`config.mk`:
```
export PLATFORM = sky130hd
export DESIGN_NAME = rbm_visible_layer
export DESIGN_NICKNAME = d
export VERILOG_FILES = /design/src/rtl/rbm_visible_layer_pkg.sv /design/src/rtl/RandomGenerator.sv /design/src/rtl/rbm_visible_layer_sat_mac.sv /design/src/rtl/sigmoid.sv /design/src/rtl/rbm_visible_layer.sv
export SDC_FILE = /design/constraint.sdc
export NUM_CORES = 1
export LEC_CHECK = 0
export CAP_MARGIN = 25
export CELL_PAD_IN_SITES_DETAIL_PLACEMENT = 0
export CELL_PAD_IN_SITES_GLOBAL_PLACEMENT = 1
export CORE_MARGIN = 8
export CORE_UTILIZATION = 28
export DETAILED_ROUTE_END_ITERATION = 8
export HOLD_SLACK_MARGIN = 0.15
export PLACE_DENSITY = 0.87
export RECOVER_POWER = 25
export SLEW_MARGIN = 15
export SYNTH_ARGS = -nofsm -noshare
export SYNTH_HDL_FRONTEND = slang
export SYNTH_SLANG_ARGS = --single-unit
```
`constraint.sdc`:
```
create_clock -name clock -period 4 [get_ports clock]
set_input_delay 0.4 -clock clock [delete_from_list [all_inputs] [get_ports clock]]
set_output_delay 0.4 -clock clock [all_outputs]
set_load 0.02 [all_outputs]
```
`src/rtl/rbm_visible_layer_pkg.sv`:
```
// Shared definitions for the RBM layers: default widths, saturation constants,
// FSM/MAC control encodings, bus packing macros and data-file path defaults.
`ifndef RBM_VISIBLE_LAYER_PKG_SV
`define RBM_VISIBLE_LAYER_PKG_SV

`define PORT_1D(name, n, w) logic [(n)*(w)-1:0] name
`define GET_1D(bus, idx, w) bus[(idx)*(w) +: (w)]

package rbm_visible_layer_pkg;
  localparam int unsigned BITLENGTH         = 12;
  localparam int unsigned SIGMOID_BITLENGTH = 8;
  localparam logic [BITLENGTH-1:0] INF      = 12'b0111_1111_1111;
  localparam logic [BITLENGTH-1:0] NEG_INF  = 12'b1000_0000_0001;
  localparam logic [SIGMOID_BITLENGTH-1:0] SEED_DEFAULT = 8'h5A;

  localparam string WEIGHT_PATH = "../build/data/Hweight15x5.txt";
  localparam string VBIAS_PATH  = "../build/data/Vbias1x15.txt";
  localparam string SEED_PATH   = "../build/data/seed1x10.txt";

  typedef enum logic [1:0] {IDLE, ACCUM, SAMPLE, DONE} state_e;
  typedef enum logic [1:0] {MAC_HOLD, MAC_LOAD, MAC_ADD} mac_op_e;
endpackage

`endif

```
`src/rtl/RandomGenerator.sv`:
```
// Free-running 8-bit Fibonacci LFSR (taps 8,6,5,4); rand_reset loads the seed.
// Deliberately not tied to the block reset.
module RandomGenerator #(
  parameter int unsigned width = 8,
  parameter logic [width-1:0] seed = 8'h5A
) (
  input  logic             clock,
  input  logic             rand_reset,
  output logic [width-1:0] rand_num
);
  logic [width-1:0] lfsr_q, lfsr_d;

  always_comb begin
    lfsr_d = {lfsr_q[width-2:0], lfsr_q[7] ^ lfsr_q[5] ^ lfsr_q[4] ^ lfsr_q[3]};
    if (rand_reset) lfsr_d = seed;
  end

  always_ff @(posedge clock) lfsr_q <= lfsr_d;

  assign rand_num = lfsr_q;
endmodule

```
`src/rtl/rbm_visible_layer_sat_mac.sv`:
```
// Saturating accumulator shared by the serialized RBM layers: load a bias,
// add one term with clamping to +/-Inf, or hold.
module sat_mac import rbm_visible_layer_pkg::*; #(
  parameter int unsigned bitlength = BITLENGTH,
  parameter logic [bitlength-1:0] Inf = {1'b0, {(bitlength-1){1'b1}}}
) (
  input  logic                 clock,
  input  logic                 reset,
  input  mac_op_e              op,
  input  logic [bitlength-1:0] operand,
  output logic [bitlength-1:0] acc
);
  localparam logic signed [bitlength:0] POS = {1'b0, Inf};
  localparam logic signed [bitlength:0] NEG = -POS;

  logic [bitlength-1:0] acc_q, acc_d;
  logic signed [bitlength:0] sum;

  always_comb begin
    sum   = $signed({acc_q[bitlength-1], acc_q}) + $signed({operand[bitlength-1], operand});
    acc_d = acc_q;
    unique case (op)
      MAC_LOAD: acc_d = operand;
      MAC_ADD: begin
        if (sum > POS)      acc_d = POS[bitlength-1:0];
        else if (sum < NEG) acc_d = NEG[bitlength-1:0];
        else                acc_d = sum[bitlength-1:0];
      end
      default: acc_d = acc_q;
    endcase
  end

  always_ff @(posedge clock or posedge reset) begin
    if (reset) acc_q <= '0;
    else       acc_q <= acc_d;
  end

  assign acc = acc_q;
endmodule

```
`src/rtl/sigmoid.sv`:
```
// Piecewise-linear sigmoid: 2^(sw-1) + x/2^(bl-sw), which maps the signed
// accumulator range monotonically onto the full unsigned output range.
module sigmoid #(
  parameter int unsigned bitlength         = 12,
  parameter int unsigned sigmoid_bitlength = 8
) (
  input  logic [bitlength-1:0]         x,
  output logic [sigmoid_bitlength-1:0] y
);
  logic unused_lsbs;

  // Adding the midpoint to the arithmetic shift is just an MSB inversion.
  assign y = {~x[bitlength-1], x[bitlength-2 -: sigmoid_bitlength-1]};
  assign unused_lsbs = ^x[bitlength-sigmoid_bitlength-1:0];
endmodule

```
`src/rtl/rbm_visible_layer.sv`:
```
// RBM downward pass: serial MAC over the hidden vector per visible unit, then
// sigmoid + stochastic sample. Define RBM_MEANFIELD_EN to output sigmoid values instead.
module rbm_visible_layer import rbm_visible_layer_pkg::*; #(
  parameter int unsigned bitlength         = BITLENGTH,
  parameter int unsigned sigmoid_bitlength = SIGMOID_BITLENGTH,
  parameter int unsigned visible_dim       = 15,
  parameter int unsigned hidden_dim        = 5,
  parameter logic [bitlength-1:0] Inf      = {1'b0, {(bitlength-1){1'b1}}},
  parameter logic [visible_dim*hidden_dim*bitlength-1:0] weight_init = '0,
  parameter logic [visible_dim*bitlength-1:0]            vbias_init  = '0,
  parameter logic [sigmoid_bitlength-1:0]                seed        = SEED_DEFAULT
) (
  input  logic                            clock,
  input  logic                            reset,
  input  logic                            rand_reset,
  input  logic                            in_valid,
  output logic                            in_ready,
  input  logic [hidden_dim*bitlength-1:0] HiddenData,
  output logic                            out_valid,
  input  logic                            out_ready,
  output logic [visible_dim*bitlength-1:0] VisibleData
);
  localparam int unsigned VI_W = (visible_dim > 1) ? $clog2(visible_dim) : 1;
  localparam int unsigned HJ_W = (hidden_dim > 1) ? $clog2(hidden_dim) : 1;
  localparam logic [VI_W-1:0] VI_LAST = VI_W'(visible_dim - 1);
  localparam logic [HJ_W-1:0] HJ_LAST = HJ_W'(hidden_dim - 1);

  state_e state_q, state_d;
  logic [hidden_dim-1:0]            hreg_q, hreg_d, active;
  logic [VI_W-1:0]                  vi_q, vi_d;
  logic [HJ_W-1:0]                  hj_q, hj_d;
  logic [visible_dim*bitlength-1:0] vis_q, vis_d;
  mac_op_e                          mac_op;
  logic [bitlength-1:0]             mac_operand, acc;
  logic [sigmoid_bitlength-1:0]     sig_val;
  logic [bitlength-1:0]             field_val;

  sat_mac #(.bitlength(bitlength), .Inf(Inf)) u_mac (
    .clock(clock), .reset(reset), .op(mac_op), .operand(mac_operand), .acc(acc)
  );

  sigmoid #(.bitlength(bitlength), .sigmoid_bitlength(sigmoid_bitlength)) u_sigmoid (
    .x(acc), .y(sig_val)
  );

`ifdef RBM_MEANFIELD_EN
  logic unused_rand_reset;
  assign unused_rand_reset = rand_reset;
  assign field_val = bitlength'(sig_val);
`else
  logic [sigmoid_bitlength-1:0] rand_num;
  RandomGenerator #(.width(sigmoid_bitlength), .seed(seed)) u_rng (
    .clock(clock), .rand_reset(rand_reset), .rand_num(rand_num)
  );
  assign field_val = bitlength'(sig_val > rand_num);
`endif

  // Only the zero/nonzero status of each hidden field matters, so keep one bit per field.
  always_comb begin
    active = '0;
    for (int unsigned j = 0; j < hidden_dim; j++)
      active[j] = |`GET_1D(HiddenData, j, bitlength);
  end

  always_ff @(posedge clock or posedge reset) begin
    if (reset) state_q <= IDLE;
    else       state_q <= state_d;
  end

  always_comb begin
    state_d = state_q;
    unique case (state_q)
      IDLE:    if (in_valid) state_d = ACCUM;
      ACCUM:   if (hj_q == HJ_LAST) state_d = SAMPLE;
      SAMPLE:  state_d = (vi_q == VI_LAST) ? DONE : ACCUM;
      DONE:    if (out_ready) state_d = IDLE;
      default: state_d = IDLE;
    endcase
  end

  always_comb begin
    in_ready  = (state_q == IDLE);
    out_valid = (state_q == DONE);
  end

  always_comb begin
    hreg_d      = hreg_q;
    vi_d        = vi_q;
    hj_d        = hj_q;
    vis_d       = vis_q;
    mac_op      = MAC_HOLD;
    mac_operand = '0;
    unique case (state_q)
      IDLE: if (in_valid) begin
        hreg_d      = active;
        vi_d        = '0;
        hj_d        = '0;
        mac_op      = MAC_LOAD;
        mac_operand = `GET_1D(vbias_init, 0, bitlength);
      end
      ACCUM: begin
        if (hreg_q[hj_q]) begin
          mac_op      = MAC_ADD;
          mac_operand = `GET_1D(weight_init, int'(vi_q) * hidden_dim + int'(hj_q), bitlength);
        end
        hj_d = hj_q + 1'b1;
      end
      SAMPLE: begin
        `GET_1D(vis_d, int'(vi_q), bitlength) = field_val;
        if (vi_q != VI_LAST) begin
          vi_d        = vi_q + 1'b1;
          hj_d        = '0;
          mac_op      = MAC_LOAD;
          mac_operand = `GET_1D(vbias_init, int'(vi_q) + 1, bitlength);
        end
      end
      default: ;
    endcase
  end

  always_ff @(posedge clock or posedge reset) begin
    if (reset) begin
      hreg_q <= '0;
      vi_q   <= '0;
      hj_q   <= '0;
      vis_q  <= '0;
    end else begin
      hreg_q <= hreg_d;
      vi_q   <= vi_d;
      hj_q   <= hj_d;
      vis_q  <= vis_d;
    end
  end

  assign VisibleData = vis_q;
endmodule
```
# Word-level counts from Yosys, hierarchy flattened

Index checks and enable logic that the tools add are counted.

Multipliers: 4
Muxes and demuxes: 24
Bitwise operators: 4
Add/subtract/negate cells: 6
Reduce and logical (&&, ||, !) cells: 13
Div/mod/pow operators: 0
Equal/unequal tests: 12
Shifts and indexed selects: 4
Magnitude comparators: 4

Operator list:

| kind                                                         | count |
|---|---|
| indexed part select 900 x 13 -> 12 bit, first input constant | 1 |
| bitwise mux 180 bit                                          | 1 |
| variable shift 12 x 34 -> 180 bit, first input constant      | 1 |
| indexed part select 12 x 34 -> 180 bit                       | 1 |
| indexed part select 180 x 10 -> 12 bit, first input constant | 1 |
| OR reduction 12 bit                                          | 5 |
| 2-to-1 mux 12 bit                                            | 4 |
| case mux 12 bit (2 select lines)                             | 2 |
| negation 8 -> 34 bit                                         | 1 |
| adder 12 x 12 -> 13 bit                                      | 1 |
| > comparator 13 x 12 -> 1 bit, second input constant         | 1 |
| < comparator 13 x 12 -> 1 bit, second input constant         | 1 |
| multiplier 8 x 2 -> 10 bit, second input constant            | 1 |
| 2-to-1 mux 2 bit                                             | 5 |
| case mux 3 bit (3 select lines)                              | 1 |
| AND reduction 3 bit                                          | 3 |
| adder 7 x 3 -> 8 bit                                         | 1 |
| > comparator 8 bit                                           | 1 |
| 2-to-1 mux 4 bit                                             | 2 |
| case mux 2 bit (4 select lines)                              | 1 |
| case mux 4 bit (2 select lines)                              | 1 |
| multiplier 4 x 3 -> 7 bit, second input constant             | 1 |
| multiplier 5 x 2 -> 7 bit, second input constant             | 1 |
| == test 2 bit, second input constant                         | 3 |
| 21 further kinds                                             | 30 |

Bits in latches: 0
Memories kept: 0
Output and inout port bits: 182
Logic and storage cells: 78
Bits in read-only memories: 0
Input bits: 65
Bits in registers: 214
RAM bits: 0

# Logic depth before layout (Yosys ltp)

Gate-level depths: netlist of run 1.

Word-level depth: 11
Gate-level depth with buffers: 14
Depth with buffers taken out: 13

# Hierarchy

Synthesis of run 1 repeated with hierarchy kept, for this count alone.

Cells, all modules: 718
Area total of the unflattened synthesis: 6344.8 µm²

By module, submodules not included:

| module            | seq. area each (µm²) | instances | cells an instance | area an instance (µm²) |
|---|---|---|---|---|
| rbm_visible_layer | 1476.4               | 1         | 543               | 4819.6 |
| sat_mac           | 300.3                | 1         | 148               | 1234.9 |
| RandomGenerator   | 160.2                | 1         | 19                | 234.0 |
| sigmoid           | 0.0                  | 1         | 8                 | 56.3 |

# Worst setup path before layout of run 1

OpenSTA, ideal clock, no wires.

Kind: register -> register
From: register vi_q[0]
To: register vis_q[4], in the netlist VisibleData[4]
Path buffers: 3
Required time: 3.875 ns
Path slack: -0.014 ns
Stages on the path, launching flop included: 15
Clock period less this slack: 4.014 ns
Data arrival time: 3.889 ns
Library setup time: 0.125 ns
Cell sequence: dfrtp_1 > clkbuf_1 > inv_1 > ha_1 > clkbuf_1 > nor2_1 > clkbuf_1 > and3_1 > ha_1 > nor3b_1 > nand4_1 > a2111oi_1 > a31oi_1 > a21oi_1 > mux2_2

Longest elaborated chain between the ends: 4
Elaborated cells on any way between the ends: 5
Classes of those cells: 1 x add/sub; 1 x mul; 2 x shift; 1 x mux

Ends and longest elaborated chain:

| what                                                                                                                | line                     | RTL |
|---|---|---|
| start, declared                                                                                                     | rbm_visible_layer.sv:30  | `logic [VI_W-1:0] vi_q, vi_d;` |
| start signal, assigned                                                                                              | rbm_visible_layer.sv:129 | `vi_q <= vi_d;` |
| multiplier 4 x 2 -> 6 bit (no source line) (*)                                                                      | -                        |  |
| negation 8 -> 34 bit (no source line) (*)                                                                           | -                        |  |
| indexed part select 12 x 34 -> 180 bit (no source line) / variable shift 12 x 34 -> 180 bit (equally long branches) | -                        |  |
| bitwise mux 180 bit (no source line) (*)                                                                            | -                        |  |
| end signal, assigned                                                                                                | rbm_visible_layer.sv:131 | `vis_q <= vis_d;` |
| end, declared                                                                                                       | rbm_visible_layer.sv:32  | `logic [visible_dim*bitlength-1:0] vis_q, vis_d;` |

Mark *: on every way between the ends. The rest lies on a longest branch, timed or not.
A chain may end at the register's enable or synchronous reset.

# Worst setup path in the final report of run 1

From: register vi_q[3]
To: register vis_q[64], in the netlist VisibleData[64]

Same word-level chain as after synthesis.

==> flow_summary_export.csv, run 1 <==
group,metric,value,unit
detailed_routing,vias_per_cell,4.41,
timing,layout_setup_ws,272,ps
synthesis,synthFlopType,"dfrtp_1",
grt,grt_max_degree,39,
timing,skew,8.15,ps
detailed_routing,via_count,4446,
floorplan,die_y,159,µm
worst_setup_path,r2r-end,"VisibleData[64]",
synthesis,ys_warn_count,0,
cts,cts.sinks,79,
timing,rsz0062_at_grt,"yes",
floorplan,initial_core_util,0.285,
timing,fin_crit_sh,0.932,
synthesis,synth_top_area_share,0.308,
timing,worst_pin_slew,2080,ps
cts,cts_root_buf,"clkbuf_16",
synthesis,async_flop_share,0.899,
detailed_routing,drc,0,
placement,port_buffers,111,
power_and_ir_drop,p_leak,3.16,nW
finish,seqCellArea,1940,µm²
floorplan,core,20200,µm²
run_status,violations,"capacitance limit, slew limit",
grt,first_global_vias,4772,
cts,clk_path_buf_depth,2,
floorplan,die_w,159,µm
synthesis,seq_area_frac_synth,0.336,
synthesis,synth-edff-count,0,
synthesis,yosysTopAreaCell,"dfrtp_1",
finish,fill_cells,2069,
worst_setup_path,r2r_cells,11,
detailed_routing,firstDrtPassIters,4,
grt,antenna_found_initial,0,
synthesis,synth.area.top_cells,"dfrtp_1 (31%), buf_4 (18%), mux2_2 (4.5%), ha_1 (4.3%), nor2_1 (2.9%)",
synthesis,syn_area_per_cell,9.34,µm²
worst_setup_path,crit_type,"flip-flop to flip-flop",
finish,final_layout_size_suffix_gt1_frac,0.114,
power_and_ir_drop,ir_drop,382,µV
cts,htree_levels,3,
cts,cts_tree,"yes",
detailed_routing,ant_nets,0,
finish,layout_common_cells,"conb_1 (135), clkdlybuf4s50_1 (109), dfrtp_1 (71)",
placement,place_congestion,0.903,
cts,numCtsBuffers,9,
run_status,status,"finished, violations left",
worst_setup_path,crit_fanout,16,
worst_setup_path,crit_start,"vi_q[3]",
worst_setup_path,cp.arrival,3950,ps
floorplan,die_area,25400,µm²
flow_run,cap_violations,2,
finish,syn2layout_area_growth,23.2,%
power_and_ir_drop,powerDensity,751,nW/µm²
detailed_routing,routed_wirelength,15.4,mm
placement,place_ws,215,ps
worst_setup_path,cp-end-kind,"flip-flop",
timing,post-route-min-period,3730,ps
finish,final_common_cell,"conb_1",
worst_setup_path,reg2reg_from,"vi_q[3]",
finish,n_antenna_cell,0,
grt,overflow,0,
worst_setup_path,critPathLaunchType,"flip-flop",
timing,finalHoldViolations,0,
timing,max_freq,268,MHz
worst_setup_path,reg2reg_slack,270,ps
cts,clk_latency,340,ps
placement,dpl.hpwl,12.1,mm
detailed_routing,drt_iter0_markers,226,
grt,grt_pass1_wl,25.4,mm
synthesis,ys_types,67,
finish,multi_input_area,3130,µm²
timing,setup-violations-final,0,
power_and_ir_drop,power,5.34,mW
hold_path,min_path_type,"input port to async pin",
cts,cts_resized,0,
finish,final_net_count,820,
grt,track_usage,0.121,
detailed_routing,wl_per_cell,15.3,µm
cts,cts.reportedPaths.clkPinSlew,60,ps
synthesis,syn-instance-count,617,
synthesis,syn_area,5760,µm²
worst_setup_path,crit_end,"VisibleData[64]",
cts,cts_setup_buffers,0,
timing,maxSlewHeadroom,-0.387,
worst_setup_path,cp_data_required_time,4220,ps
timing,drv_slew,39,
floorplan,rows,52,
floorplan,io_pins,247,
synthesis,yosys_register_bits,79,
cts,holdBufCountCts,0,
power breakdown:
| part | internal [mW] | switching [mW] | leakage, nW | total, mW |
|---|---|---|---|---|
| registers | 0.910 | 0.112 | 1.01 | 1.02 |
| clock network | 0.644 | 0.331 | 0.176 | 0.974 |
| logic | 1.13 | 2.21 | 1.98 | 3.34 |
| total | 2.69 | 2.65 | 3.16 | 5.34 |
cells by family (layout without fill, tap and decap cells):
kind of cell,after synthesis,after routing,synth area share
multiplexers,40,40,0.0793
XOR/XNOR,12,12,0.0208
AND/OR/NAND/NOR,202,202,0.186
adder cells (fa/ha/maj),21,21,0.0469
flip-flops,79,79,0.336
buffers and inverters,181,169,0.211
other,1,135,0.000651
AO/OA/AOI/OAI,81,81,0.119
metal layers:
| layer | up-vias | share of wire | global-route usage |
|---|---|---|---|
| li1 | 2136 | - | - |
| met1 | 2138 | 0.43 | 0.144 |
| met2 | 154 | 0.49 | 0.204 |
| met3 | 18 | 0.069 | 0.0357 |
| met4 | 0 | 0.016 | 0.0390 |
| met5 | - | 0 | 0 |
worst min path at each step:
stage | endpoint | slack, ps | cells after the start
after floorplan | u_rng.rand_num[2] | 420 | 2
after global placement | u_rng.rand_num[3] | 420 | 1
after detailed placement | u_rng.rand_num[3] | 430 | 1
after CTS | VisibleData[96] | 250 | 2
after global routing | VisibleData[148] | 460 | 2
final | VisibleData[148] | 430 | 2
critical path, stage by stage (launching register included):
cell and delay (ps):
dfrtp_1 540, ha_1 470, nand2b_1 230, nand3_1 270
nand2_1 120, and3_1 190, ha_1 380, nand2_1 140
a2111oi_4 380, nand3_4 270, nor3_1 270, mux2_1 340
per-stage QoR:
step	area (µm²)	setup TNS, ps	hold WS (ps)	cells	util
finish	7100	0	426	1009	0.351
global route	7100	-19.2	457	1009	0.351
CTS	7100	0	251	1009	0.351
detailed placement	6740	0	431	993	0.333
global placement	6740	0	425	993	0.333
floorplan	6270	0	416	751	-
layout make-up:
| class | count | share of cell area |
|---|---|---|
| inverter | 21 | 0.0111 |
| multi-input combinational | 491 | 0.441 |
| clock buffer | 11 | 0.0356 |
| clock inverter | 5 | 0.0146 |
| timing repair buffer | 132 | 0.178 |
| tap | 270 | 0.0476 |
| sequential | 79 | 0.273 |
synth_stat cells, drive strengths merged (9+ instances only):
library cell	instances
nand2	24
nor4	23
mux2	35
inv	21
clkbuf	14
nor3	20
nand3	24
nor2	44
buf	146
xnor2	9
a21oi	12
dfrtp	71
nand2b	10
nor2b	19
o41ai	10
ha	20
o21ai	15
registers in the layout, summed over array words and instances, names as in the netlist:
signal / count
VisibleData: 45
u_mac.acc: 12
u_rng.rand_num: 8
hreg_q: 5
vi_q: 4
hj_q: 3
state_q: 2
(Power assumes the default switching activity.)
==> inputs of run 2 (changes only) <==
Settings changed: CORE_MARGIN 8 to unset.
==> run 2 against run 1 <==
Net effect:
- the flow now finishes without violations
- worst hold slack improved by 16 ps
- cell count decreased by 0.20%
- register-to-register slack improved by 70 ps
- critical path depth unchanged
- design area decreased by 0.92%
- via count increased by 0.29%
- combinational power decreased by 2%
- power decreased by 3.7%
- critical path type unchanged
- fmax increased by 1.9%
==> flow_summary_export.csv, run 2 (synthesis gave the netlist of run 1 again) <==
group,metric,value,unit
run_status,status,"finished, final reports clean",
placement,dp_cells,991,
finish,fin_util,0.348,
hold_path,min_path_type,"flip-flop to flip-flop",
hold_path,hp-start,"u_rng.rand_num[2]",
floorplan,initial_core_util,0.285,
grt,grt_pass1_wl,21.5,mm
worst_setup_path,cp_data_required_time,4220,ps
worst_setup_path,crit_family,"simple AND/OR/NAND/NOR gates",
finish,final_layout_size_suffix_gt1_frac,0.106,
finish,syn2layout_area_growth,22.1,%
cts,cts_setup_buffers,0,
cts,clk_latency,340,ps
floorplan,core,20200,µm²
placement,port_buffers,111,
timing,max_freq,273,MHz
worst_setup_path,r2r-end,"VisibleData[48]",
grt,overflow,0,
placement,dpl.hpwl,10.3,mm
floorplan,die_w,145,µm
worst_setup_path,reg2reg_from,"vi_q[1]",
worst_setup_path,crit_type,"flip-flop to flip-flop",
timing,fin_crit_sh,0.915,
worst_setup_path,critPathLaunchType,"flip-flop",
floorplan,io_pins,247,
worst_setup_path,r2r_cells,11,
detailed_routing,via_count,4459,
finish,fill_cells,2083,
placement,place_congestion,0.876,
detailed_routing,routed-wl-met2,6.39,mm
detailed_routing,maxUsedRoutingLayer,"met4",
timing,post-route-min-period,3660,ps
placement,place_ws,246,ps
cts,cts.sinks,79,
cts,holdBufCountCts,0,
flow_run,cap_violations,0,
worst_setup_path,reg2reg_slack,340,ps
cts,htree_levels,3,
cts,cts.reportedPaths.clkPinSlew,60,ps
timing,rsz0062_at_grt,"no",
floorplan,die_area,21200,µm²
grt,first_global_vias,4160,
worst_setup_path,critPathMaxStageDelay,430,ps
detailed_routing,drt_iter0_markers,418,
worst_setup_path,crit_fanout,16,
timing,worst_pin_slew,1280,ps
finish,n_antenna_cell,0,
finish,stdcell_count,1007,
detailed_routing,dr_wl_met3,824,µm
timing,setup-violations-final,0,
timing,fin_setup_tns,0,ps
worst_setup_path,crit_chain,"ha_1 -> a211o_1 -> nand3_1 -> nand2_1 -> and3_1 -> ha_1 -> nand2_1 -> a2111oi_4 -> nand3_4 -> nor3_1 -> mux2_2",
cts,clk_path_buf_depth,2,
finish,layout_common_cells,"conb_1 (135), clkdlybuf4s50_1 (109), dfrtp_1 (71)",
timing,drv_slew,0,
detailed_routing,drc,0,
power_and_ir_drop,ir_drop,383,µV
detailed_routing,firstDrtPassIters,4,
grt,track_usage,0.126,
hold_path,hold_end,"u_rng.rand_num[3]",
detailed_routing,wl_per_cell,13.4,µm
floorplan,rows,52,
finish,final_common_cell,"conb_1",
worst_setup_path,cp.arrival,3880,ps
cts,cts_root_buf,"clkbuf_16",
timing,finalHoldViolations,0,
finish,final_net_count,818,
power_and_ir_drop,p_leak,3.12,nW
grt,antenna_found_initial,0,
worst_setup_path,cp-end-kind,"flip-flop",
power_and_ir_drop,powerDensity,731,nW/µm²
timing,skew,7.60,ps
grt,grt_max_degree,33,
detailed_routing,met1_length,6.10,mm
cts,cts_tree,"yes",
detailed_routing,routed_wirelength,13.5,mm
finish,largest_register_ffs,45,
timing,layout_setup_ws,340,ps
cts,numCtsBuffers,9,
finish,multi_input_area,3120,µm²
detailed_routing,vias_per_cell,4.43,
cts,cts_resized,0,
floorplan,die_y,145,µm
worst_setup_path,path_buf_inv,0,
hold_path,hold_depth,1,
worst_setup_path,cp_slowest_cell,"dfrtp_1",
timing,maxSlewHeadroom,0.148,
finish,seqCellArea,1940,µm²
detailed_routing,ant_nets,0,
==> run 2: cell types whose count changed in the layout (fill, tap and decap cells not counted), sizes merged <==
cell / previous run / this run
clkinvlp: 0 / 1
bufinv: 3 / 2
clkbuf: 13 / 14
clkinv: 2 / 0
buf: 19 / 18
==> run 2: through the flow <==
| stage | hold WS (ps) | power [mW] | instance area, µm² |
|---|---|---|---|
| floorplan | 416 | 3.40 | 6270 |
| global placement | 428 | 4.17 | 6720 |
| detailed placement | 435 | 4.21 | 6720 |
| CTS | 450 | 5.10 | 7030 |
| global route | 474 | 5.47 | 7040 |
| finish | 442 | 5.14 | 7040 |
==> run 2: report_power, final <==
group          leakage, nW  internal [mW]  switching, mW
combinational         1.97           1.10           2.16
sequential            1.01          0.910          0.104
clock                0.144          0.548          0.318
total                 3.12           2.56           2.58
==> run 2: area by class of cell <==
| type | count | share of cell area |
|---|---|---|
| Tap cell | 270 | 0.0480 |
| Sequential cell | 79 | 0.275 |
| Timing Repair Buffer | 130 | 0.178 |
| Clock buffer | 13 | 0.0341 |
| Multi-Input combinational cell | 491 | 0.444 |
| Clock inverter | 3 | 0.00960 |
| Inverter | 21 | 0.0112 |
==> run 2: worst max-delay path by stage <==
| stage | depth (start not counted) | from | slack [ps] | end |
|---|---|---|---|---|
| 2_1_floorplan | 14 | vi_q[0] | 120 | VisibleData[4] |
| 3_3_place_gp | 11 | vi_q[1] | 380 | VisibleData[60] |
| 3_5_place_dp | 12 | vi_q[1] | 250 | VisibleData[60] |
| 4_1_cts | 12 | vi_q[1] | 180 | VisibleData[48] |
| 5_1_grt | 13 | vi_q[2] | 100 | VisibleData[4] |
| 6_report | 11 | vi_q[1] | 340 | VisibleData[48] |
==> run 2: metal layers <==
metal / global-route usage / vias up
li1: - / 2125
met4: 0.0342 / 0
met1: 0.168 / 2153
met3: 0.0285 / 14
met5: 0 / -
met2: 0.204 / 167
==> inputs of run 3 (changes only) <==
Settings changed: SKIP_LAST_GASP set to 1.
==> results of run 3 <==
No change in the layout: final DEF, timing and power equal those of run 2.
